==> src/rtl/vga_sync_decoder.sv <==
// Recovers pixel coordinates from VGA hsync/vsync/drawing and tracks timing lock.
// Line and frame lengths are measured against H_TOTAL/V_TOTAL before coordinates are qualified as valid.
module vga_sync_decoder #(
  parameter int H_TOTAL     = 800,
  parameter int V_TOTAL     = 525,
  parameter int LOCK_FRAMES = 2
) (
  input  logic       i_clk,
  input  logic       i_reset,
  input  logic       i_hsync,
  input  logic       i_vsync,
  input  logic       i_drawing,
  output logic [9:0] o_x_pixel,
  output logic [9:0] o_y_pixel,
  output logic       o_valid,
  output logic       o_locked,
  output logic [9:0] o_line_len,
  output logic [9:0] o_frame_lines,
  output logic       o_err
);

  typedef enum logic [1:0] {SEARCH, ACQUIRE, LOCKED} state_t;

  localparam logic [9:0]  CNT_MAX = 10'd1023;
  localparam logic [10:0] H_EXP   = 11'(H_TOTAL);
  localparam logic [9:0]  V_EXP   = 10'(V_TOTAL);
  localparam logic [3:0]  LOCK_N  = 4'(LOCK_FRAMES);

  state_t     state, next_state;
  logic [3:0] gcnt, gcnt_next, gcnt_inc;
  logic       err_next, locked_next;

  logic s_hsync, s_vsync, s_drawing;
  logic p_hsync, p_vsync, p_drawing;
  logic h_fall, v_fall, d_fall;

  logic [9:0] h_cnt, v_cnt, x_cnt, y_cnt;
  logic [9:0] h_len, frame_meas;
  logic       bad_seen, h_timeout, bad_line, bad_frame;

  assign h_fall = !s_hsync && p_hsync;
  assign v_fall = !s_vsync && p_vsync;
  assign d_fall = !s_drawing && p_drawing;

  assign h_len      = (h_cnt == CNT_MAX) ? CNT_MAX : h_cnt + 10'd1;
  assign frame_meas = (h_fall && v_cnt != CNT_MAX) ? v_cnt + 10'd1 : v_cnt;
  // Timeout fires once, on the clock that carries h_cnt into saturation.
  assign h_timeout  = (h_cnt == 10'd1022) && !h_fall;
  assign bad_line   = (h_fall && (({1'b0, h_cnt} + 11'd1) != H_EXP)) || h_timeout;
  assign bad_frame  = v_fall && ((frame_meas != V_EXP) || bad_seen || bad_line);
  assign gcnt_inc   = gcnt + 4'd1;

  always_ff @(posedge i_clk or posedge i_reset) begin
    if (i_reset) begin
      s_hsync   <= 1'b1;
      s_vsync   <= 1'b1;
      s_drawing <= 1'b0;
      p_hsync   <= 1'b1;
      p_vsync   <= 1'b1;
      p_drawing <= 1'b0;
    end else begin
      s_hsync   <= i_hsync;
      s_vsync   <= i_vsync;
      s_drawing <= i_drawing;
      p_hsync   <= s_hsync;
      p_vsync   <= s_vsync;
      p_drawing <= s_drawing;
    end
  end

  always_ff @(posedge i_clk or posedge i_reset) begin
    if (i_reset) begin
      h_cnt         <= '0;
      v_cnt         <= '0;
      o_line_len    <= '0;
      o_frame_lines <= '0;
      bad_seen      <= 1'b0;
    end else begin
      if (h_fall) begin
        o_line_len <= h_len;
        h_cnt      <= '0;
      end else if (h_cnt != CNT_MAX) begin
        h_cnt <= h_cnt + 10'd1;
      end
      if (v_fall) begin
        o_frame_lines <= frame_meas;
        v_cnt         <= '0;
      end else if (h_fall && v_cnt != CNT_MAX) begin
        v_cnt <= v_cnt + 10'd1;
      end
      if (v_fall) bad_seen <= 1'b0;
      else if (bad_line) bad_seen <= 1'b1;
    end
  end

  always_ff @(posedge i_clk or posedge i_reset) begin
    if (i_reset) begin
      x_cnt     <= '0;
      y_cnt     <= '0;
      o_x_pixel <= '0;
      o_y_pixel <= '0;
      o_valid   <= 1'b0;
    end else begin
      if (s_drawing) begin
        o_x_pixel <= x_cnt;
        o_y_pixel <= y_cnt;
        x_cnt     <= x_cnt + 10'd1;
      end else begin
        x_cnt <= '0;
      end
      if (v_fall) y_cnt <= '0;
      else if (d_fall) y_cnt <= y_cnt + 10'd1;
      o_valid <= s_drawing && (state == LOCKED);
    end
  end

  always_ff @(posedge i_clk or posedge i_reset) begin
    if (i_reset) begin
      state    <= SEARCH;
      gcnt     <= '0;
      o_err    <= 1'b0;
      o_locked <= 1'b0;
    end else begin
      state    <= next_state;
      gcnt     <= gcnt_next;
      o_err    <= err_next;
      o_locked <= locked_next;
    end
  end

  always_comb begin
    next_state = state;
    gcnt_next  = gcnt;
    unique case (state)
      SEARCH: begin
        if (!h_timeout && v_fall) begin
          next_state = ACQUIRE;
          gcnt_next  = '0;
        end
      end
      ACQUIRE: begin
        if (h_timeout) begin
          next_state = SEARCH;
        end else if (v_fall) begin
          if (bad_frame) begin
            gcnt_next = '0;
          end else begin
            gcnt_next = gcnt_inc;
            if (gcnt_inc >= LOCK_N) next_state = LOCKED;
          end
        end
      end
      LOCKED: begin
        if (bad_line || bad_frame) next_state = SEARCH;
      end
      default: next_state = SEARCH;
    endcase
  end

  always_comb begin
    err_next    = (state == LOCKED) && (next_state == SEARCH);
    locked_next = (next_state == LOCKED);
  end

endmodule

==> config.mk <==
export PLATFORM = sky130hd
export DESIGN_NAME = vga_sync_decoder
export DESIGN_NICKNAME = d
export VERILOG_FILES = /design/src/rtl/vga_sync_decoder.sv
export SDC_FILE = /design/constraint.sdc
export NUM_CORES = 1
export LEC_CHECK = 0
export CORE_MARGIN = 8
export CORE_UTILIZATION = 45
export CTS_CLUSTER_DIAMETER = 150
export DETAILED_ROUTE_END_ITERATION = 8
export PLACE_DENSITY = 0.77
export SYNTH_ARGS = -nofsm -noshare
export SYNTH_HDL_FRONTEND = slang
export SYNTH_SLANG_ARGS = --single-unit
==> constraint.sdc <==
create_clock -name i_clk -period 6.9 [get_ports i_clk]
set_input_delay 1.38 -clock i_clk [delete_from_list [all_inputs] [get_ports i_clk]]
set_output_delay 1.38 -clock i_clk [all_outputs]
set_load 0.05 [all_outputs]
# == Yosys cells after proc, flatten, opt, wreduce, memory -nomap -nowiden ==
# Index checks and enable logic that the tools add are counted.
# word_totals
register_bits,96
# op_classes
muxes,22
addsub,6
n_reduce_logical,26
n_lt_le_gt_ge,1
n_eq_ne,12
# ops
op,n
two-way mux 10 bit,8
"adder 10 x 1 -> 10 bit, second input constant",4
"inequality test 10 bit, second input constant",3
"equality test 10 bit, second input constant",2
two-way mux 4 bit,4
two-way mux 2 bit,6
"adder 10 x 1 -> 11 bit, second input constant",1
"inequality test 11 x 10 -> 1 bit, second input constant",1
logical AND 1 bit,10
one-hot mux 4 bit (2 select lines),1
nonzero test 2 bit,4
"inequality test 2 bit, second input constant",3
one-hot mux 2 bit (3 select lines),1
logical NOT 1 bit,5
"adder 4 x 1 -> 4 bit, second input constant",1
"equality test 2 bit, second input constant",2
">= comparator 4 x 2 -> 1 bit, second input constant",1
logical NOT 2 bit,2
logical OR 1 bit,4
AND reduction 4 bit,1
"equality test 2 x 1 -> 1 bit, second input constant",1
two-way mux 1 bit,2

# == Longest topological paths before layout ==
# Gate-level depths: netlist (run 1).
# depth
word_depth,14
ltp_mapped,9

# == Worst setup path before layout (run 1) ==
# OpenSTA, ideal clock, no wires.
# synth_path
kind,register to register
from,register v_cnt[0]
to,register o_locked
setup_time_ns,0.079
period_less_slack_ns,2.516
path_stages_with_launch,9
path_slack_ns,4.384
t_required_ns,6.821
path_buffers,0
arrival_time_ns,2.437
path_cell_list,dfrtp_1 -> ha_1 -> and3_4 -> a31oi_4 -> or3b_1 -> a211o_1 -> or2_4 -> or4b_4 -> a21oi_1
# synth_via
elab_chain_len,12
# synth_lines
element,line,text
"start, declared",37,"logic [9:0] h_cnt, v_cnt, x_cnt, y_cnt;"
"start signal, assigned",89,v_cnt <= v_cnt + 10'd1;
"parallel branches: the longest is 2 deep, another holds adder 10 x 1 -> 10 bit",-,
two-way mux 10 bit *,-,
inequality test 10 bit *,50,assign bad_frame = v_fall && ((frame_meas != V_EXP) || bad_seen || bad_line);
logical OR 1 bit * (2 in a row),50,
logical AND 1 bit *,50,
two-way mux 2 bit,145,if (bad_frame) begin
two-way mux 2 bit,144,end else if (v_fall) begin
two-way mux 2 bit,142,if (h_timeout) begin
one-hot mux 2 bit (3 select lines) *,134,unique case (state)
equality test 2 bit *,162,locked_next = (next_state == LOCKED);
via locked_next,31,"logic err_next, locked_next;"
"end signal, assigned",127,o_locked <= locked_next;
"end, declared",16,"output logic o_locked,"
# Mark *: on every way through the listed nets, which the timed path passes.
# A chain may end at the register's enable or synchronous reset.

# == Worst setup path in the final report (run 1) ==
# layout_path
from,register o_x_pixel[9]
to,output o_x_pixel[9]
# layout_rtl
element,line,text
"start, declared",13,"output logic [9:0] o_x_pixel,"
"start signal, assigned",105,o_x_pixel <= x_cnt;
# No word-level cell between the ends.

==> results of run 1 <==
==> per-layer routing <==
| layer | wire length [um] | vias up | track usage [%] |
|---|---|---|---|
| met5 | 0 | - | 0 |
| met4 | 155 | 0 | 5.86 |
| met3 | 395 | 12 | 2.90 |
| met2 | 4160 | 65 | 22.9 |
| met1 | 3910 | 1519 | 17.4 |
| li1 | - | 1538 | - |
==> report_power, final <==
group / internal (mW) / switching [mW] / total [mW]
clock network: 0.139 / 0.207 / 0.346
registers: 0.600 / 0.0401 / 0.640
logic: 0.0701 / 0.132 / 0.202
total: 0.809 / 0.379 / 1.19
==> flip-flops by register name, summed over array words and instances (netlist names), 2 cells and up <==
register and count:
y_cnt 10, o_x_pixel 10, o_frame_lines 10, x_cnt 10, o_line_len 10, o_y_pixel 10
state 2, gcnt 4, v_cnt 10, h_cnt 10
==> stage by stage <==
step	cell area (um^2)	std cells	total power, mW
floorplan	4370	419	0.787
global placement	4970	586	0.850
detailed placement	4970	586	0.855
CTS	5150	602	1.20
global route	5150	602	1.25
finish	5150	602	1.19
==> kinds of logic after synthesis <==
| logic type | Yosys count | synth area share (%) |
|---|---|---|
| AO/OA/AOI/OAI | 57 | 8.18 |
| XOR/XNOR | 24 | 4.81 |
| adder cells (fa/ha/maj) | 8 | 2.29 |
| buffers and inverters | 24 | 2.26 |
| flip-flops | 96 | 55.1 |
| multiplexers | 28 | 7.01 |
| AND/OR/NAND/NOR | 182 | 20.4 |
==> path summary, 6_finish.rpt <==
kind / from / to / slack, ns / cells after the start
max: o_x_pixel[9]$_DFFE_PP0P_ / o_x_pixel[9] / 3.96 / 1
max reg2reg: s_hsync$_DFF_PP1_ / state[1]$_DFF_PP0_ / 4.00 / 7
min in group asynchronous: i_reset / y_cnt[8]$_DFFE_PP0P_ / 1.40 / 2
max in group asynchronous: i_reset / o_line_len[1]$_DFFE_PP0N_ / 4.44 / 3
min: s_vsync$_DFF_PP1_ / p_vsync$_DFF_PP1_ / 0.37 / 0
min reg2reg: s_vsync$_DFF_PP1_ / p_vsync$_DFF_PP1_ / 0.37 / 0
==> cells in the final DEF (no fill, tap or decap), types with 8 or more instances in the layout <==
cell,count
nor2_1,58
nand4_1,8
xor2_1,16
clkdlybuf4s50_1,47
xnor2_1,8
a21oi_1,10
nand3_1,15
ha_1,8
o21ai_0,25
dfrtp_1,92
mux2_2,21
clkbuf_8,9
nand2_1,50
==> area by class of cell <==
type	count	area (um^2)	area share (%)
clock inverter	7	61.3	1.19
inverter	7	28.8	0.558
sequential	96	2410	46.7
clock buffer	9	124	2.40
multi-input combinational	299	1870	36.2
timing repair buffer	51	500	9.71
tap	133	166	3.23
==> out/qor.csv, run 1 <==
metric;value;unit
clock sink count;96;
Antenna Nets Post-Route;0;
Post-route DRC;0;
All-Layer GR Usage;13.9;%
EDFF count, synth;0;
peak supply drop;0.000151;V
Syn Nets;432;
top cell type by total area after synthesis;dfrtp_1;
Post-synth ARST share;100;%
Worst Path Arrival;1.56;ns
Hold Crit Class;reg -> reg;
Ys Warns;0;
row cnt;36;
starting density of the core;45.6;%
Final Cycle Share;42.7;%
routability cong.;0.868;
largest net degree at the start of global routing;57;
chip width;115;um
CP Cell Sequence;clkdlybuf4s50_1;
Synth top area share;52.6;%
CTS max path bufs;2;
clk_lat worst skew;0.36;ns
Final Setup Violations;0;
Netlist Area Pre-Place;4370;um^2
first-pass GRT wire length;14900;um
final hold vios;0;
syn_area_per_cell;10.4;um^2
clock transition at the registers of the reported paths;0.10;ns
setup TNS;0;ns
Leak;2.26;nW
Setup WS post-layout;3.96;ns
min cycle time layout;2.94;ns
#FFs+latches synth;96;
DR iter-0 viols;108;
pre-CTS setup slack;3.93;ns
utilization after layout;53.7;%
Fill cells;858;
largest cells by area after synthesis;dfrtp_1, mux2_2, nor2_1, nand2_1, xor2_1;
worst-path maximum fanout;2;
Max stage delay on crit path;0.83;ns
DR WL/cell;14.3;um
layout cell share with drive strength beyond 1;11.9;%
TritonCTS clock tree;built;
Yosys cell types;54;
Post-synth top cells;dfrtp_1, nor2_1, nand2_1, o21ai_0, mux2_2;
Slew Limit Fails;0;
number of global-route vias before repair;3235;
CTS Buf Count;9;
Slew @ Worst Pin;0.691;ns
post-synthesis sequential area ratio;55.1;%
Synth Flop Type;dfrtp_1;
critical path class;reg -> out;
port bufs;47;
Critical Path End Type;output pin;
top-count cell post-synth;dfrtp_1;
Clock Skew;0.0131;ns
Via density;5.21;
post-cts sizing count;0;
CP top delay family;buffers and inverters;
Ports;48;
chip height;115;um
cells after synthesis;419;
PD cells;230;nW/um^2
detailed-route via count;3134;
Final #Nets;477;
H-Tree Depth;3;
hpwl dp;6100;um
outcome;completed;
fmax;340;MHz
WP data required;5.52;ns
relative slew slack;54.0;%
core area;9590;um^2
post-CTS setup buffer count;0;
DIE AREA;13100;um^2
initial antenna violation count;0;
Hold Slack;0.373;ns
Max-cap violations;0;
synthesis-to-finish area growth;17.9;%
crit path buf inv count;1;
GRT overflow;0;
DR pass1 iterations;4;
final wirelength;8630;um
RSZ-0062 raised after global routing;no;
Crit-path slowest cell;clkdlybuf4s50_1;
antenna diode count;0;
hold buffer count at cts;0;
Worst setup SP type;flip-flop;
root buffer cell;clkbuf_8;
(Power assumes the default switching activity.)
==> run 2: changes to the inputs <==
--- a/config.mk
+++ b/config.mk
@@ -9,7 +9,7 @@
 export CORE_UTILIZATION = 45
 export CTS_CLUSTER_DIAMETER = 150
 export DETAILED_ROUTE_END_ITERATION = 8
-export PLACE_DENSITY = 0.77
+export PLACE_DENSITY = 0.8
 export SYNTH_ARGS = -nofsm -noshare
 export SYNTH_HDL_FRONTEND = slang
 export SYNTH_SLANG_ARGS = --single-unit
==> constraint.sdc (replaced) <==
create_clock -name i_clk -period 2.7 [get_ports i_clk]
set_input_delay 0.54 -clock i_clk [delete_from_list [all_inputs] [get_ports i_clk]]
set_output_delay 0.54 -clock i_clk [all_outputs]
set_load 0.05 [all_outputs]
==> run 2 against run 1 <==
Worst setup slack got worse by 3.9 ns. Wire length increased by 1.9%. Cell count increased by 1.7%. Sequential power increased to 2.5 times the previous value. Non-clock buffer count increased by 10. First-iteration DRC count increased by 0.93%. Die area unchanged. Critical path type is now reg -> reg.
==> out/qor.csv, run 2 (synthesis gave the netlist of run 1 again) <==
metric;value;unit;change
Antenna Nets Post-Route;0;;unchanged
DR pass1 iterations;4;;unchanged
CP Cell Sequence;ha_4 > and3_4 > a31oi_4 > or3b_1 > a211o_1 > or2_4 > or4b_4 > a21oi_1;;was clkdlybuf4s50_1
clk_lat worst skew;0.36;ns;about the same
commonest non-fill, non-tap cell in the layout;dfrtp_1;;unchanged
Worst setup SP type;flip-flop;;unchanged
clock sink count;96;;unchanged
final wirelength;8790;um;was 8630 um
Hold Slack;0.381;ns;was 0.373 ns
Final Setup Violations;0;;unchanged
worst-path maximum fanout;5;;was 2
PD cells;587;nW/um^2;was 230 nW/um^2
Post-route DRC;0;;unchanged
Fill cells;839;;was 858
RSZ-0062 raised after global routing;no;;unchanged
number of global-route vias before repair;3227;;was 3235
DR WL/cell;14.4;um;was 14.3 um
layout cell share with drive strength beyond 1;14.2;%;was 11.9%
most frequent cells in the layout;dfrtp_1, nor2_1, nand2_1;;unchanged
chip width;115;um;unchanged
fmax;385;MHz;
Crit-path slowest cell;or4b_4;;was clkdlybuf4s50_1
largest net degree at the start of global routing;32;;was 57
port bufs;47;;unchanged
final hold vios;0;;unchanged
routability cong.;0.882;;was 0.868
detailed-route via count;3145;;was 3134
Final Cycle Share;96.1;%;
met3 usage;3.64;%;was 2.90%
outcome;completed;;unchanged
relative slew slack;62.6;%;was 54.0%
Hold Crit Class;reg -> reg;;unchanged
Slew Limit Fails;0;;unchanged
hpwl dp;6320;um;was 6100 um
GRT overflow;0;;unchanged
setup TNS;0;ns;unchanged
DR iter-0 viols;109;;was 108
root buffer cell;clkbuf_8;;unchanged
met1 Resource Use GR;18.4;%;was 17.4%
first-pass GRT wire length;15400;um;was 14900 um
TritonCTS clock tree;built;;unchanged
Max stage delay on crit path;0.48;ns;was 0.83 ns
Leak;2.31;nW;was 2.26 nW
initial antenna violation count;0;;unchanged
Slew @ Worst Pin;0.559;ns;was 0.691 ns
Via density;5.14;;was 5.21
GRT met2 Usage;23.3;%;was 22.9%
Critical Path End Type;flip-flop;;was output pin
chip height;115;um;unchanged
antenna diode count;0;;unchanged
Ports;48;;unchanged
core area;9590;um^2;unchanged
All-Layer GR Usage;14.6;%;was 13.9%
min cycle time layout;2.60;ns;
Most Used Layer, Global Route;met2;;unchanged
Clock Skew;0.0114;ns;was 0.0131 ns
row cnt;36;;unchanged
CTS max path bufs;2;;unchanged
DIE AREA;13100;um^2;unchanged
Final #Nets;487;;was 477
Max-cap violations;0;;unchanged
critical path class;reg -> reg;;was reg -> out
H-Tree Depth;3;;unchanged
synthesis-to-finish area growth;20.5;%;was 17.9%
clock transition at the registers of the reported paths;0.09;ns;was 0.10 ns
WP data required;2.99;ns;was 5.52 ns
Worst Path Arrival;2.88;ns;was 1.56 ns
peak supply drop;0.000306;V;was 0.000151 V
starting density of the core;45.6;%;unchanged
CTS Buf Count;9;;unchanged
==> run 2: power breakdown <==
group | switching [mW] | internal (mW)
Clock | 0.539 | 0.354
Sequential | 0.0986 | 1.53
Combinational | 0.357 | 0.208
==> run 2: final timing paths <==
kind                               startpoint  slack [ns]  cells past startpoint                           end
min reg2reg                 s_hsync$_DFF_PP1_        0.38                      0             p_hsync$_DFF_PP1_
max reg2reg                v_cnt[0]$_DFF_PP0_        0.10                      8            state[1]$_DFF_PP0_
max                        v_cnt[0]$_DFF_PP0_        0.10                      8            state[1]$_DFF_PP0_
min in group asynchronous             i_reset        0.54                      2           p_drawing$_DFF_PP0_
max in group asynchronous             i_reset        1.53                      3  o_frame_lines[1]$_DFFE_PP0P_
min                         s_hsync$_DFF_PP1_        0.38                      0             p_hsync$_DFF_PP1_
==> run 2: per-stage QoR <==
| stage | setup WS, ns | std cells | utilization, % | instance area [um^2] | power, mW |
|---|---|---|---|---|---|
| 6_report | 0.105 | 612 | 54.9 | 5270 | 3.09 |
| 5_1_grt | 0.0141 | 612 | 54.9 | 5270 | 3.24 |
| 4_1_cts | 0.0673 | 610 | 54.6 | 5240 | 3.10 |
| 3_5_place_dp | 0.104 | 594 | 52.7 | 5060 | 2.20 |
| 3_3_place_gp | 0.152 | 594 | 52.7 | 5060 | 2.19 |
| 2_1_floorplan | 0.184 | 419 | - | 4380 | 2.01 |
==> run 2: critical path: cells and delay by family (launching register included) <==
kind / cells / cell delay, ns
flops: 1 / 0.44
fa+ha+maj: 1 / 0.17
compound gates: 3 / 0.58
simple gates: 4 / 1.31
==> run 2: routing by layer <==
metal | part of all wire, % | up-vias
met4 | 1.6 | 0
met1 | 45 | 1530
met2 | 48 | 54
li1 | - | 1550
met5 | 0 | -
met3 | 5.1 | 11
==> run 2: cell type report <==
class	count	area [um^2]	area share, %
flip-flops and latches	96	2410	45.7
clock inverters	7	61.3	1.16
inverters	7	30.0	0.570
multi-input cells	299	1880	35.7
clock buffers	9	124	2.35
repair buffers	61	601	11.4
well taps	133	166	3.16
==> run 2: what timing repair did <==
action	in CTS	in global routing
hold buffers	0	0
buffers inserted	0	2
resized for setup	0	3
endpoints found under the setup margin	0	3
==> run 3: changes to the inputs <==
--- a/config.mk
+++ b/config.mk
@@ -9,6 +9,7 @@
 export CORE_UTILIZATION = 45
 export CTS_CLUSTER_DIAMETER = 150
 export DETAILED_ROUTE_END_ITERATION = 8
+export GPL_ROUTABILITY_DRIVEN = 0
 export PLACE_DENSITY = 0.8
 export SYNTH_ARGS = -nofsm -noshare
 export SYNTH_HDL_FRONTEND = slang
==> run 3 against run 2 <==
Register-to-register slack barely moved. Highest routed layer unchanged. Combinational power shrank 3.7%. Total power decreased by 1.3%. Utilization shrank 0.35 points. Critical endpoint is now o_locked$_DFF_PP0_.
==> out/qor.csv, run 3 (synthesis gave the netlist of run 1 again) <==
metric;value;unit;change
Final Cycle Share;96.4;%;was 96.1%
pre-CTS setup slack;0.0710;ns;was 0.104 ns
clk_lat worst skew;0.37;ns;was 0.36 ns
layout cell share with drive strength beyond 1;14.1;%;was 14.2%
DIE AREA;13100;um^2;unchanged
Psw;0.976;mW;was 0.994 mW
peak supply drop;0.000281;V;was 0.000306 V
Worst Setup SP;v_cnt[1]$_DFF_PP0_;;was v_cnt[0]$_DFF_PP0_
Worst Path Arrival;2.90;ns;was 2.88 ns
DR WL/cell;14.4;um;about the same
Crit-path slowest cell;or4b_4;;unchanged
GRT overflow;0;;unchanged
hpwl dp;6050;um;was 6320 um
final wirelength;8740;um;was 8790 um
commonest non-fill, non-tap cell in the layout;dfrtp_1;;unchanged
starting density of the core;45.6;%;unchanged
first-pass GRT wire length;15300;um;was 15400 um
Clock Skew;0.00958;ns;was 0.0114 ns
chip width;115;um;unchanged
FF-to-FF Start;v_cnt[1]$_DFF_PP0_;;was v_cnt[0]$_DFF_PP0_
synthesis-to-finish area growth;19.7;%;was 20.5%
Net Sw Frac;32.0;%;was 32.2%
area of the multi-input gates;1890;um^2;was 1880 um^2
WP data required;3.00;ns;was 2.99 ns
DR pass1 iterations;4;;unchanged
Antenna Nets Post-Route;0;;unchanged
dpl cells;592;;was 594
Leak;2.29;nW;was 2.31 nW
Critical Path End Type;flip-flop;;unchanged
CTS Buf Count;9;;unchanged
initial antenna violation count;0;;unchanged
final hold vios;0;;unchanged
Ports;48;;unchanged
H-Tree Depth;3;;unchanged
Sequential Power Share;53.4;%;was 52.8%
Setup WS post-layout;0.0970;ns;was 0.105 ns
TritonCTS clock tree;built;;unchanged
most frequent cells in the layout;dfrtp_1, nor2_1, nand2_1;;unchanged
Hold Crit Class;reg -> reg;;unchanged
Final Setup Violations;0;;unchanged
min cycle time layout;2.60;ns;about the same
Post-route DRC;0;;unchanged
Max-cap violations;0;;unchanged
Final Non-Filler Cells;609;;was 612
Via density;5.11;;was 5.14
Fill cells;834;;was 839
outcome;completed;;unchanged
Slew @ Worst Pin;0.529;ns;was 0.559 ns
PD cells;583;nW/um^2;was 587 nW/um^2
CP top delay family;simple AND/OR/NAND/NOR gates;;unchanged
Reg area;2410;um^2;about the same
RSZ-0062 raised after global routing;no;;unchanged
antenna diode count;0;;unchanged
setup TNS;0;ns;unchanged
CTS max path bufs;2;;unchanged
Worst setup SP type;flip-flop;;unchanged
critical path class;reg -> reg;;unchanged
Final #Nets;484;;was 487
row cnt;36;;unchanged
clock transition at the registers of the reported paths;0.09;ns;about the same
root buffer cell;clkbuf_8;;unchanged
DR iter-0 viols;121;;was 109
crit path buf inv count;0;;unchanged
detailed-route via count;3114;;was 3145
clock sink count;96;;unchanged
port bufs;47;;unchanged
worst hold start;s_vsync$_DFF_PP1_;;was s_hsync$_DFF_PP1_
CP Cell Sequence;ha_2 > and3_4 > a31oi_4 > or3b_1 > a211o_1 > or2_4 > or4b_4 > a21oi_2;;was ha_4 > and3_4 > a31oi_4 > or3b_1 > a211o_1 > or2_4 > or4b_4 > a21oi_1
relative slew slack;64.6;%;was 62.6%
fmax;384;MHz;was 385 MHz
worst-path maximum fanout;5;;unchanged
Slew Limit Fails;0;;unchanged
core area;9590;um^2;unchanged
Comb power frac;17.8;%;was 18.3%
largest net degree at the start of global routing;97;;was 32
number of global-route vias before repair;3148;;was 3227
chip height;115;um;unchanged
Max stage delay on crit path;0.50;ns;was 0.48 ns
hold buffer count at cts;0;;unchanged
All-Layer GR Usage;14.5;%;was 14.6%
P_int;2.08;mW;was 2.10 mW
share of power burned in the clock network;28.7;%;was 28.9%
-- run 3: changes by cell type in the layout (fill, tap and decap cells not counted), moves of 2 or more --
| cell | change |
|---|---|
| a21oi_1 | -2 |
| a21oi_2 | +2 |
| buf_4 | -2 |
| inv_8 | -2 |
-- run 3: repair_timing --
action                                  CTS  global route
resized for setup                         0             5
endpoints found under the setup margin    0             6
setup buffers                             0             1
-- run 3: final timing paths --
check	to	slack [ns]	depth (start not counted)
setup / recovery	o_locked$_DFF_PP0_	0.1	8
hold / removal	p_vsync$_DFF_PP1_	0.38	0
setup reg to reg	o_locked$_DFF_PP0_	0.1	8
hold reg to reg	p_vsync$_DFF_PP1_	0.38	0
max in group asynchronous	s_vsync$_DFF_PP1_	1.66	3
min in group asynchronous	gcnt[2]$_DFFE_PP0P_	0.67	3
-- run 3: area by class of cell --
| cell class | count | area share, % |
|---|---|---|
| Multi-Input combinational cell | 299 | 36.1 |
| Tap cell | 133 | 3.18 |
| Sequential cell | 96 | 46.0 |
| Inverter | 7 | 0.573 |
| Clock inverter | 6 | 0.956 |
| Clock buffer | 10 | 2.44 |
| Timing Repair Buffer | 58 | 10.8 |
-- run 3: metrics by stage --
step           instance area, um^2  hold WS, ns  util, %  total power [mW]
6_report                      5240        0.375     54.6              3.05
3_5_place_dp                  5030        0.363     52.4              2.20
4_1_cts                       5210        0.377     54.3              3.07
2_1_floorplan                 4380        0.358        -              2.01
3_3_place_gp                  5030        0.363     52.4              2.18
5_1_grt                       5240        0.383     54.6              3.21
-- run 3: power groups by stage --
stage / registers [mW] / logic, mW / clock network, mW
final: 1.63 / 0.544 / 0.877
after global routing: 1.65 / 0.596 / 0.963
after CTS: 1.63 / 0.543 / 0.897
after detailed placement: 1.66 / 0.541 / 0
after global placement: 1.65 / 0.529 / 0
after floorplan: 1.80 / 0.213 / 0
-- run 3: worst register-to-register path, stage by stage (launching register included) --
cell     delay (ns)
dfrtp_1        0.39
ha_2           0.21
and3_4         0.22
a31oi_4        0.12
or3b_1         0.38
a211o_1        0.30
or2_4          0.28
or4b_4         0.50
a21oi_2        0.14
-- run 3: metal layers --
layer	share of wire, %	GRT usage [%]	vias up
met2	47	22.4	54
met1	46	18.5	1506
met5	0	0	-
met4	1.4	6.03	0
li1	-	-	1545
met3	5.4	4.32	9
